File: src/rtl/id_ex_stage.sv
// id_ex_stage: decode stage plus ID/EX pipeline register of the 8-bit RISC-V core.
// It drives the register-file read addresses, aligns the decoded fields with the file's
// one-cycle registered read data, and raises a one-cycle load-use stall.
// Optional feature macro: WB_BYPASS_EN. When it is defined, a writeback that lands on the
// same edge the file is read is captured locally. The file returns the old value in that
// case, so without the capture the operand would be stale.
module id_ex_stage #(
    parameter int unsigned XLEN     = 8,            // immediate truncation assumes XLEN <= 32
    parameter logic [6:0]  LOAD_OPC = 7'b0000011
) (
    input  logic            clock,
    input  logic            reset,
    input  logic            in_valid,
    input  logic [31:0]     in_instr,
    input  logic [7:0]      in_pc,
    input  logic            ex_stall,
    input  logic            flush,
    output logic [4:0]      rf_read_reg1,
    output logic [4:0]      rf_read_reg2,
    input  logic [XLEN-1:0] rf_read_data1,
    input  logic [XLEN-1:0] rf_read_data2,
    input  logic            wb_reg_write,
    input  logic [4:0]      wb_write_reg,
    input  logic [XLEN-1:0] wb_write_data,
    output logic            hazard_stall,
    output logic            out_valid,
    output logic [XLEN-1:0] out_rs1_data,
    output logic [XLEN-1:0] out_rs2_data,
    output logic [XLEN-1:0] out_imm,
    output logic [4:0]      out_rd,
    output logic [6:0]      out_opcode,
    output logic [2:0]      out_funct3,
    output logic            out_funct7b5,
    output logic [7:0]      out_pc
);

    localparam logic [6:0] OPC_OP_IMM = 7'b0010011;
    localparam logic [6:0] OPC_LOAD   = 7'b0000011;
    localparam logic [6:0] OPC_JALR   = 7'b1100111;
    localparam logic [6:0] OPC_STORE  = 7'b0100011;
    localparam logic [6:0] OPC_BRANCH = 7'b1100011;

    logic            valid_q,    valid_d;
    logic [4:0]      rs1_q,      rs1_d;
    logic [4:0]      rs2_q,      rs2_d;
    logic [4:0]      rd_q,       rd_d;
    logic [6:0]      opcode_q,   opcode_d;
    logic [2:0]      funct3_q,   funct3_d;
    logic            funct7b5_q, funct7b5_d;
    logic [XLEN-1:0] imm_q,      imm_d;
    logic [7:0]      pc_q,       pc_d;

    logic [31:0]     imm_full_s;
    logic            hazard_s;
    logic            accept_s;
    logic            load_s;

    assign accept_s = in_valid & ~ex_stall & ~hazard_s;
    assign load_s   = accept_s & ~flush;

    // Load-use detection: a load in this stage whose rd is a source of the incoming instruction
    always_comb begin
        hazard_s = 1'b0;
        if (valid_q && (opcode_q == LOAD_OPC) && (rd_q != 5'd0) && in_valid &&
            ((in_instr[19:15] == rd_q) || (in_instr[24:20] == rd_q))) begin
            hazard_s = 1'b1;
        end else begin
            hazard_s = 1'b0;
        end
    end

    // Read address: re-read the held sources while EX is stalled so the operands stay current
    always_comb begin
        rf_read_reg1 = in_instr[19:15];
        rf_read_reg2 = in_instr[24:20];
        if (ex_stall) begin
            rf_read_reg1 = rs1_q;
            rf_read_reg2 = rs2_q;
        end else begin
            rf_read_reg1 = in_instr[19:15];
            rf_read_reg2 = in_instr[24:20];
        end
    end

    // Immediate decode: full sign-extended RISC-V immediate, later truncated to XLEN
    always_comb begin
        imm_full_s = 32'd0;
        case (in_instr[6:0])
            OPC_OP_IMM, OPC_LOAD, OPC_JALR:
                imm_full_s = {{20{in_instr[31]}}, in_instr[31:20]};
            OPC_STORE:
                imm_full_s = {{20{in_instr[31]}}, in_instr[31:25], in_instr[11:7]};
            OPC_BRANCH:
                imm_full_s = {{19{in_instr[31]}}, in_instr[31], in_instr[7],
                              in_instr[30:25], in_instr[11:8], 1'b0};
            default:
                imm_full_s = 32'd0;
        endcase
    end

    // Next-state of the pipeline register: flush beats stall, stall beats accept, else bubble
    always_comb begin
        valid_d    = valid_q;
        rs1_d      = rs1_q;
        rs2_d      = rs2_q;
        rd_d       = rd_q;
        opcode_d   = opcode_q;
        funct3_d   = funct3_q;
        funct7b5_d = funct7b5_q;
        imm_d      = imm_q;
        pc_d       = pc_q;
        if (flush) begin
            valid_d = 1'b0;
        end else if (ex_stall) begin
            valid_d = valid_q;
        end else if (accept_s) begin
            valid_d    = 1'b1;
            rs1_d      = in_instr[19:15];
            rs2_d      = in_instr[24:20];
            rd_d       = in_instr[11:7];
            opcode_d   = in_instr[6:0];
            funct3_d   = in_instr[14:12];
            funct7b5_d = in_instr[30];
            imm_d      = imm_full_s[XLEN-1:0];
            pc_d       = in_pc;
        end else begin
            valid_d = 1'b0;
        end
    end

    // Pipeline register with synchronous reset
    always_ff @(posedge clock) begin
        if (reset) begin
            valid_q    <= 1'b0;
            rs1_q      <= 5'd0;
            rs2_q      <= 5'd0;
            rd_q       <= 5'd0;
            opcode_q   <= 7'd0;
            funct3_q   <= 3'd0;
            funct7b5_q <= 1'b0;
            imm_q      <= '0;
            pc_q       <= 8'd0;
        end else begin
            valid_q    <= valid_d;
            rs1_q      <= rs1_d;
            rs2_q      <= rs2_d;
            rd_q       <= rd_d;
            opcode_q   <= opcode_d;
            funct3_q   <= funct3_d;
            funct7b5_q <= funct7b5_d;
            imm_q      <= imm_d;
            pc_q       <= pc_d;
        end
    end

`ifdef WB_BYPASS_EN
    logic            byp1_q,     byp1_d;
    logic            byp2_q,     byp2_d;
    logic [XLEN-1:0] byp1_val_q, byp1_val_d;
    logic [XLEN-1:0] byp2_val_q, byp2_val_d;

    function automatic logic wb_hit(input logic we, input logic [4:0] wreg, input logic [4:0] rs);
        return we && (wreg == rs) && (rs != 5'd0);
    endfunction

    // Capture a writeback to the register the file is reading on this same edge
    always_comb begin
        byp1_d     = byp1_q;
        byp2_d     = byp2_q;
        byp1_val_d = byp1_val_q;
        byp2_val_d = byp2_val_q;
        if (load_s || ex_stall) begin
            byp1_d     = wb_hit(wb_reg_write, wb_write_reg, rf_read_reg1);
            byp2_d     = wb_hit(wb_reg_write, wb_write_reg, rf_read_reg2);
            byp1_val_d = byp1_d ? wb_write_data : byp1_val_q;
            byp2_val_d = byp2_d ? wb_write_data : byp2_val_q;
        end else begin
            byp1_d = byp1_q;
            byp2_d = byp2_q;
        end
    end

    // Bypass flags and captured values
    always_ff @(posedge clock) begin
        if (reset) begin
            byp1_q     <= 1'b0;
            byp2_q     <= 1'b0;
            byp1_val_q <= '0;
            byp2_val_q <= '0;
        end else begin
            byp1_q     <= byp1_d;
            byp2_q     <= byp2_d;
            byp1_val_q <= byp1_val_d;
            byp2_val_q <= byp2_val_d;
        end
    end

    // Operand select: x0 forced to zero, captured writeback over stale file data
    always_comb begin
        out_rs1_data = rf_read_data1;
        out_rs2_data = rf_read_data2;
        if (rs1_q == 5'd0)  out_rs1_data = '0;
        else if (byp1_q)    out_rs1_data = byp1_val_q;
        else                out_rs1_data = rf_read_data1;
        if (rs2_q == 5'd0)  out_rs2_data = '0;
        else if (byp2_q)    out_rs2_data = byp2_val_q;
        else                out_rs2_data = rf_read_data2;
    end
`else
    logic unused_wb_s;
    assign unused_wb_s = ^{wb_reg_write, wb_write_reg, wb_write_data};

    // Operand select: x0 forced to zero because the file does not hard-wire it
    always_comb begin
        out_rs1_data = rf_read_data1;
        out_rs2_data = rf_read_data2;
        if (rs1_q == 5'd0) out_rs1_data = '0;
        else               out_rs1_data = rf_read_data1;
        if (rs2_q == 5'd0) out_rs2_data = '0;
        else               out_rs2_data = rf_read_data2;
    end
`endif

    assign hazard_stall = hazard_s;
    assign out_valid    = valid_q;
    assign out_imm      = imm_q;
    assign out_rd       = rd_q;
    assign out_opcode   = opcode_q;
    assign out_funct3   = funct3_q;
    assign out_funct7b5 = funct7b5_q;
    assign out_pc       = pc_q;

endmodule

File: config.mk
export PLATFORM = sky130hd
export DESIGN_NAME = id_ex_stage
export DESIGN_NICKNAME = d
export VERILOG_FILES = /design/src/rtl/id_ex_stage.sv
export SDC_FILE = /design/constraint.sdc
export NUM_CORES = 1
export LEC_CHECK = 0
export CAP_MARGIN = 20
export CORE_MARGIN = 2
export CORE_UTILIZATION = 44
export DETAILED_ROUTE_END_ITERATION = 8
export PLACE_DENSITY = 0.86
export REMOVE_ABC_BUFFERS = 1
export SLEW_MARGIN = 20
export SYNTH_ARGS = -nofsm -noshare
export SYNTH_HDL_FRONTEND = slang
export SYNTH_SLANG_ARGS = --single-unit
File: constraint.sdc
create_clock -name clock -period 3.25 [get_ports clock]
set_input_delay 0.975 -clock clock [delete_from_list [all_inputs] [get_ports clock]]
set_output_delay 0.975 -clock clock [all_outputs]
set_load 0.03 [all_outputs]
# Word level (Yosys, flattened, before mapping)
# Index checks and enable logic that the tools add are counted.
[word_totals]
out_inout_bits = 60
latchBits = 0
n_memories = 0
word_cells = 40
mem_bits_rw = 0
romBits = 0
inputBits = 75
register_bits = 43
[classes]
bitwise_logic = 5
shifts = 0
n_reduce_logical = 11
n_eq_ne = 8
n_mul = 0
n_addsub = 0
n_div = 0
order_cmp = 0
mux = 7
[op_table]
columns = ["operator", "n"]
rows = [
  ["$pmux 8 s3", 1],
  ["$mux 8", 2],
  ["$eq 7x2->1 const B", 2],
  ["$eq 7x7->1 const B", 2],
  ["$eq 5x5->1", 2],
  ["$logic_not 5->1", 2],
  ["$mux 5", 2],
  ["$eq 7x5->1 const B", 1],
  ["$eq 7x6->1 const B", 1],
  ["$reduce_bool 5->1", 1],
  ["$logic_and 1x1->1", 4],
  ["$not 1->1", 3],
  ["$reduce_and 3->1", 1],
  ["$reduce_or 3->1", 1],
  ["$and 1x1->1", 2],
  ["$mux 1", 2],
  ["$reduce_or 2->1", 1],
  ["$logic_or 1x1->1", 1],
]

# Logic depth before layout (Yosys ltp)
# Gate-level depths: netlist (run 1).
[depth]
word_depth = 9
ltp_mapped = 7
mapped_depth_nobuf = 5

# Worst setup path before layout (run 1)
# OpenSTA, ideal clock, no wires.
[synth_timing]
path_kind = "input port to output port"
from = "in in_instr[19]"
to = "out hazard_stall"
n_path_buf = 1
path_stages = 5
required_time_ps = 2275
path_slack_ps = 252
arrival_time_ps = 2023
cell_sequence = "xor2_1 > nor3_1 > a22oi_1 > buf_2 > nor2_2"
[synth_between]
elab_chain_cells = 4
[synth_lines]
columns = ["item", "line_no", "rtl"]
rows = [
  ["from (decl)", "14", "input logic [31:0] in_instr,"],
  ["$eq 5x5->1", "65", "((in_instr[19:15] == rd_q) || (in_instr[24:20] == rd_q))) begin"],
  ["$logic_or 1x1->1", "65", ""],
  ["$logic_and 1x1->1", "64", "if (valid_q && (opcode_q == LOAD_OPC) && (rd_q != 5'd0) && in_valid &&"],
  ["$mux 1", "64", ""],
  ["to (decl)", "25", "output logic hazard_stall,"],
]
# Every way passes these cells.

# Worst setup path after layout (run 1)
[layout_timing]
from = "in rf_read_data1[6]"
to = "out out_rs1_data[6]"
[layout_between]
elab_chain_cells = 1
[layout_lines]
columns = ["item", "line_no", "rtl"]
rows = [
  ["from (decl)", "20", "input logic [XLEN-1:0] rf_read_data1,"],
  ["$mux 8", "217", "if (rs1_q == 5'd0) out_rs1_data = '0;"],
  ["to (decl)", "27", "output logic [XLEN-1:0] out_rs1_data,"],
]
# Every way passes these cells.

==> results of run 1 <==
-- synthesized netlist by cell type --
cell / count / area share, %
sky130_fd_sc_hd__or3_1: 5 / 1.2
sky130_fd_sc_hd__o211ai_1: 3 / 0.84
sky130_fd_sc_hd__dfxtp_1: 43 / 32
sky130_fd_sc_hd__xor2_1: 10 / 3.3
sky130_fd_sc_hd__a211oi_1: 1 / 0.28
sky130_fd_sc_hd__o311ai_1: 3 / 0.98
sky130_fd_sc_hd__nand2_1: 71 / 9.9
sky130_fd_sc_hd__clkbuf_1: 17 / 2.4
sky130_fd_sc_hd__o31ai_1: 2 / 0.56
sky130_fd_sc_hd__nor4_1: 1 / 0.23
sky130_fd_sc_hd__nor3b_1: 2 / 0.56
sky130_fd_sc_hd__buf_1: 1 / 0.14
sky130_fd_sc_hd__mux2_2: 10 / 4.2
sky130_fd_sc_hd__nand3_1: 5 / 0.93
sky130_fd_sc_hd__nor2_1: 35 / 4.9
sky130_fd_sc_hd__o21a_2: 1 / 0.33
sky130_fd_sc_hd__buf_4: 7 / 2.0
sky130_fd_sc_hd__clkinv_1: 1 / 0.14
sky130_fd_sc_hd__inv_1: 6 / 0.84
sky130_fd_sc_hd__buf_6: 1 / 0.42
sky130_fd_sc_hd__a32oi_1: 3 / 0.98
sky130_fd_sc_hd__a21oi_1: 32 / 6.0
sky130_fd_sc_hd__nor2_2: 1 / 0.23
sky130_fd_sc_hd__o22ai_1: 3 / 0.70
sky130_fd_sc_hd__o21ai_0: 1 / 0.19
sky130_fd_sc_hd__nor2b_1: 16 / 3.7
sky130_fd_sc_hd__nand4b_1: 1 / 0.33
sky130_fd_sc_hd__or4_1: 3 / 0.84
sky130_fd_sc_hd__a22oi_1: 5 / 1.4
sky130_fd_sc_hd__buf_2: 4 / 0.75
sky130_fd_sc_hd__o311ai_0: 26 / 8.5
sky130_fd_sc_hd__nor3_1: 4 / 0.75
sky130_fd_sc_hd__and3_1: 30 / 7.0
sky130_fd_sc_hd__or3b_1: 1 / 0.33
sky130_fd_sc_hd__o32ai_1: 5 / 1.6
sky130_fd_sc_hd__o211ai_2: 1 / 0.47
-- how the worst max path moves through the flow --
stage	startpoint	end	slack, ns	depth (start not counted)
CTS	rf_read_data2[3]	out_rs2_data[3]	0.006	3
finish	rf_read_data1[6]	out_rs1_data[6]	0.05	3
floorplan	in_instr[19]	hazard_stall	-1.63	4
detailed placement	ex_stall	rf_read_reg1[3]	-0.31	4
global route	rf_read_data1[1]	out_rs1_data[1]	0.005	3
global placement	ex_stall	rf_read_reg2[4]	-0.30	4
-- per-stage QoR --
step           TNS, ns  hold WS, ns
2_1_floorplan   -64.06        0.490
3_3_place_gp     -2.12        0.459
3_5_place_dp     -2.15        0.461
4_1_cts              0        0.473
5_1_grt              0        0.492
6_report             0        0.470
-- flip-flops by register name (all words and copies together) (netlist names) --
| name | cells |
|---|---|
| out_funct3 | 3 |
| out_funct7b5 | 1 |
| out_imm | 8 |
| out_opcode | 7 |
| out_pc | 8 |
| out_rd | 5 |
| out_valid | 1 |
| rs1_q | 5 |
| rs2_q | 5 |
-- metal layers --
metal	up-vias	part of all wire, %	track usage [%]
met5	-	0	0
met4	0	1.8	8.50
met3	13	8.4	6.04
met2	154	51	43.8
met1	1462	39	29.6
li1	1536	-	-
-- kinds of logic after synthesis --
group	after synthesis	synth area share (%)
multiplexers	10	4.20
flip-flops	43	32.1
AND/OR/NAND/NOR	175	31.0
AO/OA/AOI/OAI	86	22.8
XOR/XNOR	10	3.27
buffers and inverters	37	6.63
-- power by group through the flow --
stage	Clock [mW]	Sequential (mW)	Combinational (mW)
finish	0.503	0.577	0.467
global route	0.532	0.581	0.499
CTS	0.505	0.577	0.466
detailed placement	0	0.588	0.463
global placement	0	0.587	0.454
floorplan	0	0.619	0.197
-- worst max-delay path, cell delays in order --
cell                              delay (ns)
sky130_fd_sc_hd__clkdlybuf4s50_1        0.44
sky130_fd_sc_hd__nor2b_1                0.13
sky130_fd_sc_hd__clkdlybuf4s50_1        0.68
-- layout make-up --
class | instances | area share (%)
clock buffers | 6 | 1.75
well taps | 75 | 2.26
repair buffers | 136 | 32.6
flip-flops and latches | 43 | 20.7
clock inverters | 2 | 1.44
multi-input cells | 281 | 40.6
inverters | 7 | 0.632
-- what timing repair did --
action,in CTS,in global routing
endpoints found under the setup margin,16,16
hold endpoints to repair,0,0
pin swaps,2,5
resized for setup,29,13
setup buffers,0,1
gates cloned,0,1
==> impl_summary.txt, run 1 <==
----------------------------------------------------
[Floorplan]
  Horizontal extent of the die ... 82.0 um
  Area of the placeable core ... 0.00592 mm2
  Number of placed I/O pins ... 135
  Rows ... 28
  Full die area ... 0.00673 mm2
  Die Ht ... 82.0 um
  Starting Density ... 45.3%

[Final layout]
  Non-Filler Cell Area, Final ... 0.00416 mm2
  Final Core Density ... 70.2%
  Fraction of layout cells with a size suffix above 1 ... 12.2%
  Top library cells by usage in the layout, fill and taps aside ... sky130_fd_sc_hd__clkdlybuf4s50_1 (92), sky130_fd_sc_hd__nand2_1 (71), sky130_fd_sc_hd__dfxtp_1 (43)
  Fillers ... 473
  Combined area of the multi-input logic cells ... 0.00169 mm2
  Combined flip-flop and latch cell area ... 861 um2
  Diode count ... 0
  Most common library cell in the layout ignoring fill and taps ... sky130_fd_sc_hd__clkdlybuf4s50_1
  Number of nets in the layout ... 549
  Signed area change from the synthesized netlist to the final layout ... 55.1%
  Finished Layout Cells ... 550

[Global routing]
  Overall fraction of global-route tracks in use ... 25.0%
  Initial antenna violation count ... 0
  Sum of overflow across all layers after global routing ... 0
  Pin count of the biggest net entering global routing ... 65
  First-pass GRT wire length ... 13.2 mm
  Via count of the first global-routing pass ... 2919

[Route]
  Initial DRC Count ... 188
  Antenna Violating Nets Remaining ... 0
  Vias ... 3165
  Post-detailed-route DRC marker count ... 0
  Drt pass-1 iters ... 5
  Wire length reported by the detailed router ... 8.54 mm
  Via count normalized by instance count ... 5.75
  Routed len/inst ... 15.5 um

[Critical path]
  CP Class ... primary input to primary output
  Req. time, crit path ... 2.27 ns
  FF-to-FF Start ... out_rd[0]
  Startpoint Class ... primary input
  Data arrival, critical path ... 2.22 ns
  Worst R2R End ... out_imm[6]
  Worst reg-to-reg path cell count ... 5
  Critical path fanouts, max ... 1
  Endpoint kind of the worst setup timing path ... primary output
  R2r setup slk ... 0.97 ns

[Clocking]
  CTS tree ... done
  Number of buffers created by CTS ... 5
  Clock transition at path regs ... 0.08 ns
  Num Clock Sinks ... 43
  Count of H-tree levels built during CTS ... 2
  Number of buffers between clock root and the deepest sink ... 2
  Hold bufs inserted after CTS ... 0
  Latest clock arrival within the worst-skew pair ... 0.30 ns
  Cell chosen for the clock root ... sky130_fd_sc_hd__clkbuf_8

[Min path]
  Hold Path Cell Cnt ... 2
  Critical hold path startpoint ... out_imm[5]
  Hold EP ... out_imm[5]
  Kind of path behind the tightest hold check ... flop to flop

[Synth]
  Number of cells produced by synthesis ... 361
  Sequential fraction of the synthesis area ... 32.1%
  Register bit total from synthesis ... 43
  Unique masters post-synth ... 36
  Syn Std Cell Area ... 0.00268 mm2
  Warnings, synthesis ... 0
  Avg Inst Size Synth ... 7.42 um2

[Placed design]
  Post-placement cell count ... 540
  Placed cell area ... 0.00394 mm2
  HPWL Detailed ... 5.75 mm
  Post-Place Setup Slack ... -0.310 ns
  Count of buffers from port buffering ... 117
  GPL Wtd Cong ... 0.802

[Power and ir drop]
  Switching power summed over all nets ... 0.474 mW
  Static Leakage ... 1.74 nW
  Share of power burned in the clock network ... 32.5%
  Part of the total power dissipated in sequential elements ... 37.3%
  Switching Share ... 30.6%
  Final total power ... 1.55 mW
  Part of the total power dissipated in combinational logic ... 30.2%
  Highest ir drop seen on vdd ... 0.302 mV
  Internal power ... 1.07 mW
  Power per Cell Area ... 372 mW/mm2

[STA]
  Count of final setup violators ... 0
  Post-route worst setup slack ... 0.0524 ns
  Final min period ... 3.20 ns
  Final Skew ... 0.00391 ns
  Post-route clock period utilization ... 98.4%
  Final-report hold violation count ... 0
  Pins Over Slew Limit ... 0
  Least-Margin Pin Slew ... 0.759 ns
  Max-Slew Margin vs Limit ... 49.3%
  Achievable clock frequency ... 313 MHz
  RSZ-0062 raised after global routing ... false

[Run status]
  Outcome ... complete, no violations

[Flow run]
  Max-capacitance violation count ... 0

----------------------------------------------------
(Power assumes the default switching activity.)
==> inputs of run 2 (changes only) <==
--- a/config.mk
+++ b/config.mk
@@ -11,6 +11,7 @@
 export DETAILED_ROUTE_END_ITERATION = 8
 export PLACE_DENSITY = 0.86
 export REMOVE_ABC_BUFFERS = 1
+export SKIP_CTS_REPAIR_TIMING = 1
 export SLEW_MARGIN = 20
 export SYNTH_ARGS = -nofsm -noshare
 export SYNTH_HDL_FRONTEND = slang
==> run 2 against run 1 <==
- fmax is 0.46% lower
- sequential cell count stayed put
- register-to-register slack hardly changed
- critical path type unchanged
- largest power group unchanged
==> impl_summary.txt, run 2 (same netlist as run 1, synthesis figures left out) <==
----------------------------------------------------
[Critical path]
  R2r setup slk ... 0.96 ns (about the same)
  Worst setup path endpoint ... hazard_stall
  Cell-by-cell listing of the critical path ... clkdlybuf4s50_1 > xor2_1 > nor3_2 > a22oi_2 > nor2_4 > buf_6
  FF-to-FF Start ... out_rd[0]
  Crit. Startpoint ... in_instr[19]
  Critical path fanouts, max ... 3 (+2)
  CP Class ... primary input to primary output
  Slowest stage cell on the critical path ... sky130_fd_sc_hd__clkdlybuf4s50_1
  Largest incremental delay on the critical path ... 0.52 ns (-0.16 ns)
  Data arrival, critical path ... 2.24 ns (+0.02 ns)
  Worst R2R End ... out_imm[6]
  Worst reg-to-reg path cell count ... 5 (unchanged)
  Req. time, crit path ... 2.27 ns (about the same)
  Startpoint Class ... primary input
  Endpoint kind of the worst setup timing path ... primary output

[Global routing]
  Overall fraction of global-route tracks in use ... 24.7% (-0.30 points)
  Initial antenna violation count ... 0 (unchanged)
  First-pass GRT wire length ... 13.0 mm (-1.0%)
  Via count of the first global-routing pass ... 2871 (-1.6%)
  Sum of overflow across all layers after global routing ... 0 (unchanged)
  Pin count of the biggest net entering global routing ... 65 (unchanged)

[Final layout]
  Most common library cell in the layout ignoring fill and taps ... sky130_fd_sc_hd__clkdlybuf4s50_1
  Signed area change from the synthesized netlist to the final layout ... 55.5%
  Fillers ... 465 (-1.7%)
  Number of nets in the layout ... 549 (unchanged)
  Diode count ... 0 (unchanged)
  Non-Filler Cell Area, Final ... 0.00417 mm2 (+0.24%)
  Fraction of layout cells with a size suffix above 1 ... 10.7% (-1.5 points)
  Top library cells by usage in the layout, fill and taps aside ... sky130_fd_sc_hd__clkdlybuf4s50_1 (93), sky130_fd_sc_hd__nand2_1 (71), sky130_fd_sc_hd__dfxtp_1 (43)
  Combined area of the multi-input logic cells ... 0.00169 mm2 (unchanged)
  Combined flip-flop and latch cell area ... 861 um2 (unchanged)
  Finished Layout Cells ... 550 (unchanged)

[STA]
  Max-Slew Margin vs Limit ... 50.1% (+0.87 points)
  Final min period ... 3.21 ns (+0.0147 ns)
  Final Skew ... 0.00204 ns (-0.00186 ns)
  Final-report hold violation count ... 0 (unchanged)
  Worst Hold Margin ... 0.470 ns (-0.000766 ns)
  RSZ-0062 raised after global routing ... false
  Least-Margin Pin Slew ... 0.746 ns (-0.0130 ns)
  Pins Over Slew Limit ... 0 (unchanged)
  Setup Total Neg Slack ... 0 ns (unchanged)
  Post-route clock period utilization ... 98.8% (+0.45 points)
  Achievable clock frequency ... 311 MHz (-0.46%)
  Count of final setup violators ... 0 (unchanged)

[Floorplan]
  Number of placed I/O pins ... 135 (unchanged)
  Starting Density ... 45.3% (unchanged)
  Die Ht ... 82.0 um (unchanged)
  Full die area ... 0.00673 mm2 (unchanged)
  Area of the placeable core ... 0.00592 mm2 (unchanged)
  Horizontal extent of the die ... 82.0 um (unchanged)
  Rows ... 28 (unchanged)

[Route]
  Antenna Violating Nets Remaining ... 0 (unchanged)
  Routed len/inst ... 15.6 um (+0.44%)
  Via count normalized by instance count ... 5.78 (+0.44%)
  Drt pass-1 iters ... 4 (-1)
  Wire length reported by the detailed router ... 8.58 mm (+0.44%)
  Post-detailed-route DRC marker count ... 0 (unchanged)
  Initial DRC Count ... 217 (+15%)
  Vias ... 3179 (+0.44%)

[Clocking]
  Number of buffers created by CTS ... 5 (unchanged)
  Num Clock Sinks ... 43 (unchanged)
  Latest clock arrival within the worst-skew pair ... 0.30 ns (about the same)
  CTS tree ... done
  Cell chosen for the clock root ... sky130_fd_sc_hd__clkbuf_8
  Number of buffers between clock root and the deepest sink ... 2 (unchanged)
  Count of H-tree levels built during CTS ... 2 (unchanged)
  Clock transition at path regs ... 0.08 ns (about the same)

[Power and ir drop]
  Highest ir drop seen on vdd ... 0.303 mV (+0.38%)
  Switching power summed over all nets ... 0.474 mW (+0.10%)
  Power per Cell Area ... 372 mW/mm2 (-0.12%)
  Part of the total power dissipated in combinational logic ... 30.2% (about the same)
  Part of the total power dissipated in sequential elements ... 37.3% (about the same)
  Static Leakage ... 1.82 nW (+4.9%)
  Internal power ... 1.07 mW (+0.13%)
  Switching Share ... 30.6% (about the same)
  Share of power burned in the clock network ... 32.5% (about the same)

[Min path]
  Kind of path behind the tightest hold check ... flop to flop
  Hold Path Cell Cnt ... 2 (unchanged)

[Placed design]
  Post-placement cell count ... 540 (unchanged)
  HPWL Detailed ... 5.75 mm (unchanged)
  Placed cell area ... 0.00394 mm2 (unchanged)
  GPL Wtd Cong ... 0.802 (unchanged)
  Count of buffers from port buffering ... 117 (unchanged)

[Run status]
  Outcome ... complete, no violations

[Flow run]
  Max-capacitance violation count ... 0 (unchanged)

----------------------------------------------------
==> run 2: cell types whose count changed in the layout (fill, tap and decap cells not counted), sizes merged <==
cell           previous run  this run
clkdlybuf4s50            92        93
clkdlybuf4s15             7         0
dlymetal6s2s             12        19
dlygate4sd2               1         0
==> run 2: metrics by stage <==
step | util, % | setup slack, ns | power [mW]
after floorplan | - | -1.63 | 0.816
after global placement | 66.5 | -0.301 | 1.04
after detailed placement | 66.5 | -0.310 | 1.05
after CTS | 68.8 | -0.322 | 1.55
after global routing | 70.4 | 0.00486 | 1.61
final | 70.4 | 0.0377 | 1.55
==> run 2: metal layers <==
layer  track usage [%]  up-vias  share of wire (%)  routed length [um]
met2              43.0      160                 49                4230
met5                 0        -                  0                   0
met3              6.04       18                8.7                 744
met1              29.6     1464                 40                3430
met4              7.83        0                2.1                 176
li1                  -     1537                  -                   -
==> run 2: how the worst min path moves through the flow <==
| stage | from | endpoint |
|---|---|---|
| 3_5_place_dp | out_imm[5] | out_imm[5] |
| 2_1_floorplan | rs1_q[4] | rs1_q[4] |
| 3_3_place_gp | out_imm[6] | out_imm[6] |
| 4_1_cts | out_imm[5] | out_imm[5] |
| 5_1_grt | out_imm[7] | out_imm[7] |
| 6_report | out_imm[5] | out_imm[5] |
==> run 2: area by class of cell <==
type / count / share of cell area [%]
clock buffers: 6 / 1.74
clock inverters: 2 / 1.44
multi-input cells: 281 / 40.5
repair buffers: 136 / 32.8
well taps: 75 / 2.25
inverters: 7 / 0.631
flip-flops and latches: 43 / 20.7
==> run 2: power groups by stage <==
stage          logic [mW]  registers [mW]  clock network [mW]
3_3_place_gp        0.454           0.587                   0
4_1_cts             0.465           0.576               0.505
3_5_place_dp        0.463           0.588                   0
6_report            0.468           0.577               0.503
5_1_grt             0.500           0.581               0.532
2_1_floorplan       0.197           0.619                   0
==> run 2: worst max-delay path, delay by kind of cell <==
kind,cells,cell delay (ns)
buffers and inverters,2,0.66
AOI/OAI and AO/OA,1,0.26
xor gates and xnor gates,1,0.20
and+or+nand+nor,2,0.14
